--- src/rtl/vector_seq_pkg.sv ---
// Shared types and helpers for the vector display memory address sequencer.
package vector_seq_pkg;

    typedef enum logic [1:0] {IDLE, LOAD, RUN, FINISH} vseq_state_t;

    // Channel index width; a single-channel build still needs one bit.
    function automatic int chan_width(input int n);
        return (n > 1) ? $clog2(n) : 1;
    endfunction

endpackage

--- src/rtl/vector_addr_sequencer_if.sv ---
// Address stream from the sequencer to the vector memory read port (valid/ready).
interface vector_addr_sequencer_if
    import vector_seq_pkg::*;
#(
    parameter int ADDRESSWIDTH = 10,
    parameter int CHANNELS     = 4,
    localparam int CHW         = chan_width(CHANNELS)
) ();

    logic                    adr_valid;
    logic                    adr_ready;
    logic [ADDRESSWIDTH-1:0] adr_out;
    logic [CHW-1:0]          adr_ch;
    logic                    adr_last;

    modport master (
        output adr_valid,
        output adr_out,
        output adr_ch,
        output adr_last,
        input  adr_ready
    );

    modport slave (
        input  adr_valid,
        input  adr_out,
        input  adr_ch,
        input  adr_last,
        output adr_ready
    );

endinterface

--- src/rtl/vector_chan_cfg.sv ---
// Per-channel base/length register file: synchronous write, combinational read.
module vector_chan_cfg
    import vector_seq_pkg::*;
#(
    parameter int ADDRESSWIDTH = 10,
    parameter int CHANNELS     = 4,
    localparam int CHW         = chan_width(CHANNELS),
    localparam int AW          = ADDRESSWIDTH
) (
    input  logic           clk,
    input  logic           rst,
    input  logic           we,
    input  logic [CHW-1:0] wr_ch,
    input  logic [AW-1:0]  wr_base,
    input  logic [AW-1:0]  wr_len,
    input  logic [CHW-1:0] rd_ch,
    output logic [AW-1:0]  rd_base,
    output logic [AW-1:0]  rd_len
);

    // Storage covers the full index range so any wr_ch is a legal slot;
    // entries beyond CHANNELS-1 are never read by the sequencer.
    localparam int DEPTH = 1 << CHW;

    logic [AW-1:0] base_mem [DEPTH];
    logic [AW-1:0] len_mem  [DEPTH];

    always_ff @(posedge clk) begin
        if (rst) begin
            for (int i = 0; i < DEPTH; i++) begin
                base_mem[i] <= '0;
                len_mem[i]  <= '0;
            end
        end else if (we) begin
            base_mem[wr_ch] <= wr_base;
            len_mem[wr_ch]  <= wr_len;
        end
    end

    assign rd_base = base_mem[rd_ch];
    assign rd_len  = len_mem[rd_ch];

endmodule

--- src/rtl/vector_addr_sequencer.sv ---
// Walks every non-empty channel list and emits one memory address per accepted beat,
// in one-shot or continuous loop mode.
module vector_addr_sequencer
    import vector_seq_pkg::*;
#(
    parameter int ADDRESSWIDTH = 10,
    parameter int CHANNELS     = 4,
    localparam int CHW         = chan_width(CHANNELS),
    localparam int AW          = ADDRESSWIDTH
) (
    input  logic                           clk,
    input  logic                           rst,
    input  logic                           cfg_we,
    input  logic [CHW-1:0]                 cfg_ch,
    input  logic [AW-1:0]                  cfg_base,
    input  logic [AW-1:0]                  cfg_len,
    input  logic                           start,
    input  logic                           mode_loop,
    input  logic                           abort,
    vector_addr_sequencer_if.master        adr_bus,
    output logic                           busy,
    output logic                           done
);

    localparam logic [CHW-1:0] LAST_CH = CHW'(CHANNELS - 1);

    vseq_state_t    state;
    logic [CHW-1:0] ch;
    logic [AW-1:0]  idx;
    logic [AW-1:0]  base_q;
    logic [AW-1:0]  len_q;
    logic [AW-1:0]  rd_base;
    logic [AW-1:0]  rd_len;

    logic           adr_valid;
    logic [AW-1:0]  adr_out;
    logic [CHW-1:0] adr_ch;
    logic           adr_last;

    logic [AW-1:0]  idx_next;
    logic [AW-1:0]  len_m1;

    vector_chan_cfg #(
        .ADDRESSWIDTH (ADDRESSWIDTH),
        .CHANNELS     (CHANNELS)
    ) u_cfg (
        .clk     (clk),
        .rst     (rst),
        .we      (cfg_we),
        .wr_ch   (cfg_ch),
        .wr_base (cfg_base),
        .wr_len  (cfg_len),
        .rd_ch   (ch),
        .rd_base (rd_base),
        .rd_len  (rd_len)
    );

    assign idx_next = idx + AW'(1);
    assign len_m1   = len_q - AW'(1);

    // adr_last doubles as the "idx == len-1" flag for the beat on the bus,
    // so the end-of-channel decision needs no extra comparator in RUN.
    always_ff @(posedge clk) begin
        if (rst) begin
            state     <= IDLE;
            ch        <= '0;
            idx       <= '0;
            base_q    <= '0;
            len_q     <= '0;
            adr_valid <= 1'b0;
            adr_out   <= '0;
            adr_ch    <= '0;
            adr_last  <= 1'b0;
            busy      <= 1'b0;
            done      <= 1'b0;
        end else begin
            done <= 1'b0;
            if (abort) begin
                state     <= IDLE;
                adr_valid <= 1'b0;
                busy      <= 1'b0;
            end else begin
                case (state)
                    IDLE: begin
                        if (start) begin
                            ch    <= '0;
                            state <= LOAD;
                            busy  <= 1'b1;
                        end
                    end
                    LOAD: begin
                        base_q <= rd_base;
                        len_q  <= rd_len;
                        idx    <= '0;
                        if (rd_len == '0) begin
                            if (ch == LAST_CH) begin
                                state <= FINISH;
                                done  <= 1'b1;
                            end else begin
                                ch <= ch + CHW'(1);
                            end
                        end else begin
                            state     <= RUN;
                            adr_valid <= 1'b1;
                            adr_out   <= rd_base;
                            adr_ch    <= ch;
                            adr_last  <= (rd_len == AW'(1));
                        end
                    end
                    RUN: begin
                        if (adr_bus.adr_ready) begin
                            if (adr_last) begin
                                adr_valid <= 1'b0;
                                if (ch == LAST_CH) begin
                                    state <= FINISH;
                                    done  <= 1'b1;
                                end else begin
                                    ch    <= ch + CHW'(1);
                                    state <= LOAD;
                                end
                            end else begin
                                idx      <= idx_next;
                                adr_out  <= base_q + idx_next;
                                adr_last <= (idx_next == len_m1);
                            end
                        end
                    end
                    FINISH: begin
                        if (mode_loop) begin
                            ch    <= '0;
                            state <= LOAD;
                        end else begin
                            state <= IDLE;
                            busy  <= 1'b0;
                        end
                    end
                    default: begin
                        state     <= IDLE;
                        adr_valid <= 1'b0;
                        busy      <= 1'b0;
                    end
                endcase
            end
        end
    end

    assign adr_bus.adr_valid = adr_valid;
    assign adr_bus.adr_out   = adr_out;
    assign adr_bus.adr_ch    = adr_ch;
    assign adr_bus.adr_last  = adr_last;

endmodule
--- src/flat_wrapper.sv ---
// flat-port wrapper written by rule: the top's interface ports become plain ports
module vector_addr_sequencer_flat import vector_seq_pkg::*;
#(
    parameter int ADDRESSWIDTH = 10,
    parameter int CHANNELS     = 4,
    localparam int CHW         = chan_width(CHANNELS),
    localparam int AW          = ADDRESSWIDTH
)
  (clk, rst, cfg_we, cfg_ch, cfg_base, cfg_len, start, mode_loop, abort, busy, done, adr_bus_adr_valid, adr_bus_adr_out, adr_bus_adr_ch, adr_bus_adr_last, adr_bus_adr_ready);
  vector_addr_sequencer_if #(.ADDRESSWIDTH(ADDRESSWIDTH), .CHANNELS(CHANNELS)) adr_bus_i ();
  input  logic clk;
  input  logic rst;
  input  logic cfg_we;
  input  logic [CHW-1:0] cfg_ch;
  input  logic [AW-1:0] cfg_base;
  input  logic [AW-1:0] cfg_len;
  input  logic start;
  input  logic mode_loop;
  input  logic abort;
  output logic busy;
  output logic done;
  output wire logic [$bits(adr_bus_i.adr_valid)-1:0] adr_bus_adr_valid;
  output wire logic [$bits(adr_bus_i.adr_out)-1:0] adr_bus_adr_out;
  output wire logic [$bits(adr_bus_i.adr_ch)-1:0] adr_bus_adr_ch;
  output wire logic [$bits(adr_bus_i.adr_last)-1:0] adr_bus_adr_last;
  input wire logic [$bits(adr_bus_i.adr_ready)-1:0] adr_bus_adr_ready;
  assign adr_bus_adr_valid = adr_bus_i.adr_valid;
  assign adr_bus_adr_out = adr_bus_i.adr_out;
  assign adr_bus_adr_ch = adr_bus_i.adr_ch;
  assign adr_bus_adr_last = adr_bus_i.adr_last;
  assign adr_bus_i.adr_ready = adr_bus_adr_ready;
  vector_addr_sequencer #(.ADDRESSWIDTH(ADDRESSWIDTH), .CHANNELS(CHANNELS)) u_core (.clk(clk), .rst(rst), .cfg_we(cfg_we), .cfg_ch(cfg_ch), .cfg_base(cfg_base), .cfg_len(cfg_len), .start(start), .mode_loop(mode_loop), .abort(abort), .adr_bus(adr_bus_i), .busy(busy), .done(done));
endmodule
--- config.mk ---
export PLATFORM = sky130hd
export DESIGN_NAME = vector_addr_sequencer_flat
export DESIGN_NICKNAME = d
export VERILOG_FILES = /design/src/rtl/vector_seq_pkg.sv /design/src/rtl/vector_addr_sequencer_if.sv /design/src/rtl/vector_chan_cfg.sv /design/src/rtl/vector_addr_sequencer.sv /design/src/flat_wrapper.sv
export SDC_FILE = /design/constraint.sdc
export NUM_CORES = 1
export LEC_CHECK = 0
export ABC_AREA = 1
export CORE_UTILIZATION = 63
export CTS_BUF_LIST = sky130_fd_sc_hd__clkbuf_16
export CTS_CLUSTER_DIAMETER = 120
export DETAILED_ROUTE_END_ITERATION = 16
export HOLD_SLACK_MARGIN = 0.05
export PLACE_DENSITY_LB_ADDON = 0.08
export SKIP_CTS_REPAIR_TIMING = 1
export SYNTH_ARGS = -nofsm -noshare
export SYNTH_HDL_FRONTEND = slang
export SYNTH_HIERARCHICAL = 1
export SYNTH_SLANG_ARGS = --single-unit
--- constraint.sdc ---
create_clock -name clk -period 5.49 [get_ports clk]
set_input_delay 1.098 -clock clk [delete_from_list [all_inputs] [get_ports clk]]
set_output_delay 1.098 -clock clk [all_outputs]
set_load 0.005 [all_outputs]
==> metrics <==
commonest non-fill, non-tap cell in the layout nand2_1; post-route cell area 8230 sq um; post-synthesis average cell area 7.59 sq um; largest net degree at the start of global routing 46; type of the worst min-delay path register to register; R2R Setup Slk 2.36 ns; die width 108 um; Clock Latency Late Sink 0.41 ns; count of final hold-check violations 0; Post-Syn Area 7140 sq um; Num CTS Buffers 17; Worst Max-Slew Pin Slew 0.997 ns; critical-path maximum fanout 45; worst-case clock buffer depth 2; Combinational Power Share 10.8%; sequential power share 43.3%; Root Buffer clkbuf_16; CTS HTree Levels 4; Via Count 6133; FF-to-FF path depth 14; net switching power 634 uW; Routed WL 16600 um; core region area 10900 sq um; initial antenna violation count 0; Mapped Nets 987; Seq cells post-synth 130; WP data arrival 3.42 ns; Worst EP required 5.78 ns; Setup crit end u_core/adr_bus.adr_out[2]$_SDFFE_PP0P_; die height 108 um; Post-synth top flop edfxtp_1; I/O pins 45; global-route wire length before repair 26500 um; RD Place Congestion 0.920; Post-Synthesis Cells 941; Pwr Density 315 nW/um^2; Crit Path Class register to register; Area Growth Syn to Fin 15.2%; max cap viols 0; switching share of power 24.5%; I/O Buffers 44; Post-DP HPWL 11400 um; Crit. Startpoint u_core/ch[0]$_SDFFE_PP0P_; Worst R2R End u_core/adr_bus.adr_out[2]$_SDFFE_PP0P_; 1st-iter DRT viols 479; Initial Util 65.3%; DIE AREA 11800 sq um; GRT Overall Usage 29.9%; fraction of layout cells with a size suffix above 1 7.49%; Syn. warnings 6; fin. max-slew vios 0; critical path startpoint category register; Internal 1.96 mW; fmax 0.320 GHz; Placed Instance Area 7600 sq um; Row Count 38; RSZ-0062 raised after global routing false; drt wl/cell 14.8 um; Worst setup EP type register; normalized max-slew margin 33.3%; Post-synth EDFFs 80; DRC errors left 0; final clock skew 0.00565 ns; Nets 1021; Clock power frac 45.9%; Clock Sinks 130; commonest non-fill, non-tap cells in the layout nand2_1, inv_1, nor2_1; Pre-antenna DRT Iters 5; Unique masters post-synth 42; post-route ant nets 0; grt ovf 0; Pleak 3.81 nW; IR drop worst, VDD 0.232 mV; Worst R2R Start u_core/ch[0]$_SDFFE_PP0P_; sequential fraction of the synthesis area 47.6%; fraction of registers with async set/reset 0%; outcome complete, no violations; CTS clk-pin slew, worst paths 0.06 ns; Ant. Diodes 0; Fin Setup TNS 0 ns; hold path cells 2; vias per inst 5.44; setup violators final 0; final worst path period share 57.0%; minimum clock period 3.13 ns; CTS tree yes; vias in the first global route 5699
-- stage by stage --
stage	total power [mW]	utilization, %	hold slack, ns	setup slack [ns]	cells
final	2.59	75.3	0.449	2.36	1128
after global routing	2.69	75.3	0.486	2.01	1128
after CTS	2.60	75.3	0.454	2.43	1128
after detailed placement	1.41	69.5	0.445	2.12	1096
after global placement	1.40	69.5	0.434	2.20	1096
after floorplan	1.32	-	0.440	3.17	941
-- cells in the mapped netlist, types with 4 or more instances --
cell,instances,area [sq um]
nor2_1,120,450
xnor2_1,4,35.0
inv_1,162,608
clkbuf_1,12,45.0
a31oi_1,4,25.0
nand3_2,4,40.0
nand2_1,232,871
edfxtp_1,80,2400
xor2_1,6,52.6
inv_2,9,33.8
nand4_1,9,56.3
buf_6,6,67.6
nor2_2,8,50.1
a21oi_1,49,245
dfxtp_1,50,1000
buf_2,11,55.1
ha_1,16,200
nand3_1,76,380
o21ai_0,48,240
nand2_2,6,37.5
-- cell type report --
| class | count | area, sq um |
|---|---|---|
| tap | 140 | 175 |
| timing repair buffer | 48 | 470 |
| multi-input combinational | 604 | 2890 |
| clock buffer | 17 | 425 |
| sequential | 130 | 3400 |
| inverter | 174 | 654 |
| clock inverter | 15 | 208 |
| fill | 814 | 2710 |
-- worst max-delay path, stage by stage, from the launching register on --
cell	delay, ns
dfxtp_1	0.30
buf_4	0.26
inv_2	0.55
nand2_1	0.14
nand3_1	0.10
nand2_1	0.08
inv_1	0.08
nand4_1	0.11
nor4_2	0.19
and2b_1	0.22
nand2_2	0.13
nand2_1	0.32
inv_1	0.23
o21ai_0	0.22
a21oi_1	0.06
-- worst min path at each step --
stage	slack [ns]	to	start
floorplan	0.44	u_core/adr_bus.adr_valid$_SDFFE_PP0P_	u_core/adr_bus.adr_valid$_SDFFE_PP0P_
global placement	0.43	u_core/adr_bus.adr_valid$_SDFFE_PP0P_	u_core/adr_bus.adr_valid$_SDFFE_PP0P_
detailed placement	0.45	u_core/adr_bus.adr_valid$_SDFFE_PP0P_	u_core/adr_bus.adr_valid$_SDFFE_PP0P_
CTS	0.45	u_core/adr_bus.adr_valid$_SDFFE_PP0P_	u_core/adr_bus.adr_valid$_SDFFE_PP0P_
global route	0.49	u_core/adr_bus.adr_valid$_SDFFE_PP0P_	u_core/adr_bus.adr_valid$_SDFFE_PP0P_
finish	0.45	u_core/adr_bus.adr_valid$_SDFFE_PP0P_	u_core/adr_bus.adr_valid$_SDFFE_PP0P_
-- layer usage --
metal,share of wire (%),vias up,GRT usage (%)
met1,41,2852,35.2
li1,-,3027,-
met2,51,221,52.8
met4,2.3,0,13.4
met3,5.6,33,5.85
met5,0,-,0
-- logic make-up after synthesis --
kind of cell | Yosys count | share of synthesized area, %
and+or+nand+nor | 470 | 28.4
buffers and inverters | 207 | 11.8
DFF | 130 | 47.6
AOI/OAI and AO/OA | 107 | 7.78
adders and majority gates | 17 | 3.08
xor gates and xnor gates | 10 | 1.23
-- registers in the layout (all words and copies together), names as in the netlist --
register	cells
u_core/done	1
u_core/len_q	10
u_core/adr_bus.adr_last	1
u_core/ch	2
u_core/adr_bus.adr_out	10
u_core/busy	1
u_core/u_cfg/len_mem	40
u_core/state	2
u_core/idx	10
u_core/adr_bus.adr_valid	1
u_core/u_cfg/base_mem	40
u_core/adr_bus.adr_ch	2
u_core/base_q	10
-- power by group through the flow --
stage / clock [mW] / combinational (mW) / sequential [mW]
6_report: 1.19 / 0.279 / 1.12
5_1_grt: 1.25 / 0.312 / 1.13
4_1_cts: 1.20 / 0.275 / 1.12
3_5_place_dp: 0 / 0.269 / 1.14
3_3_place_gp: 0 / 0.259 / 1.14
2_1_floorplan: 0 / 0.191 / 1.13
No activity file was read; power rests on OpenSTA's default activity.
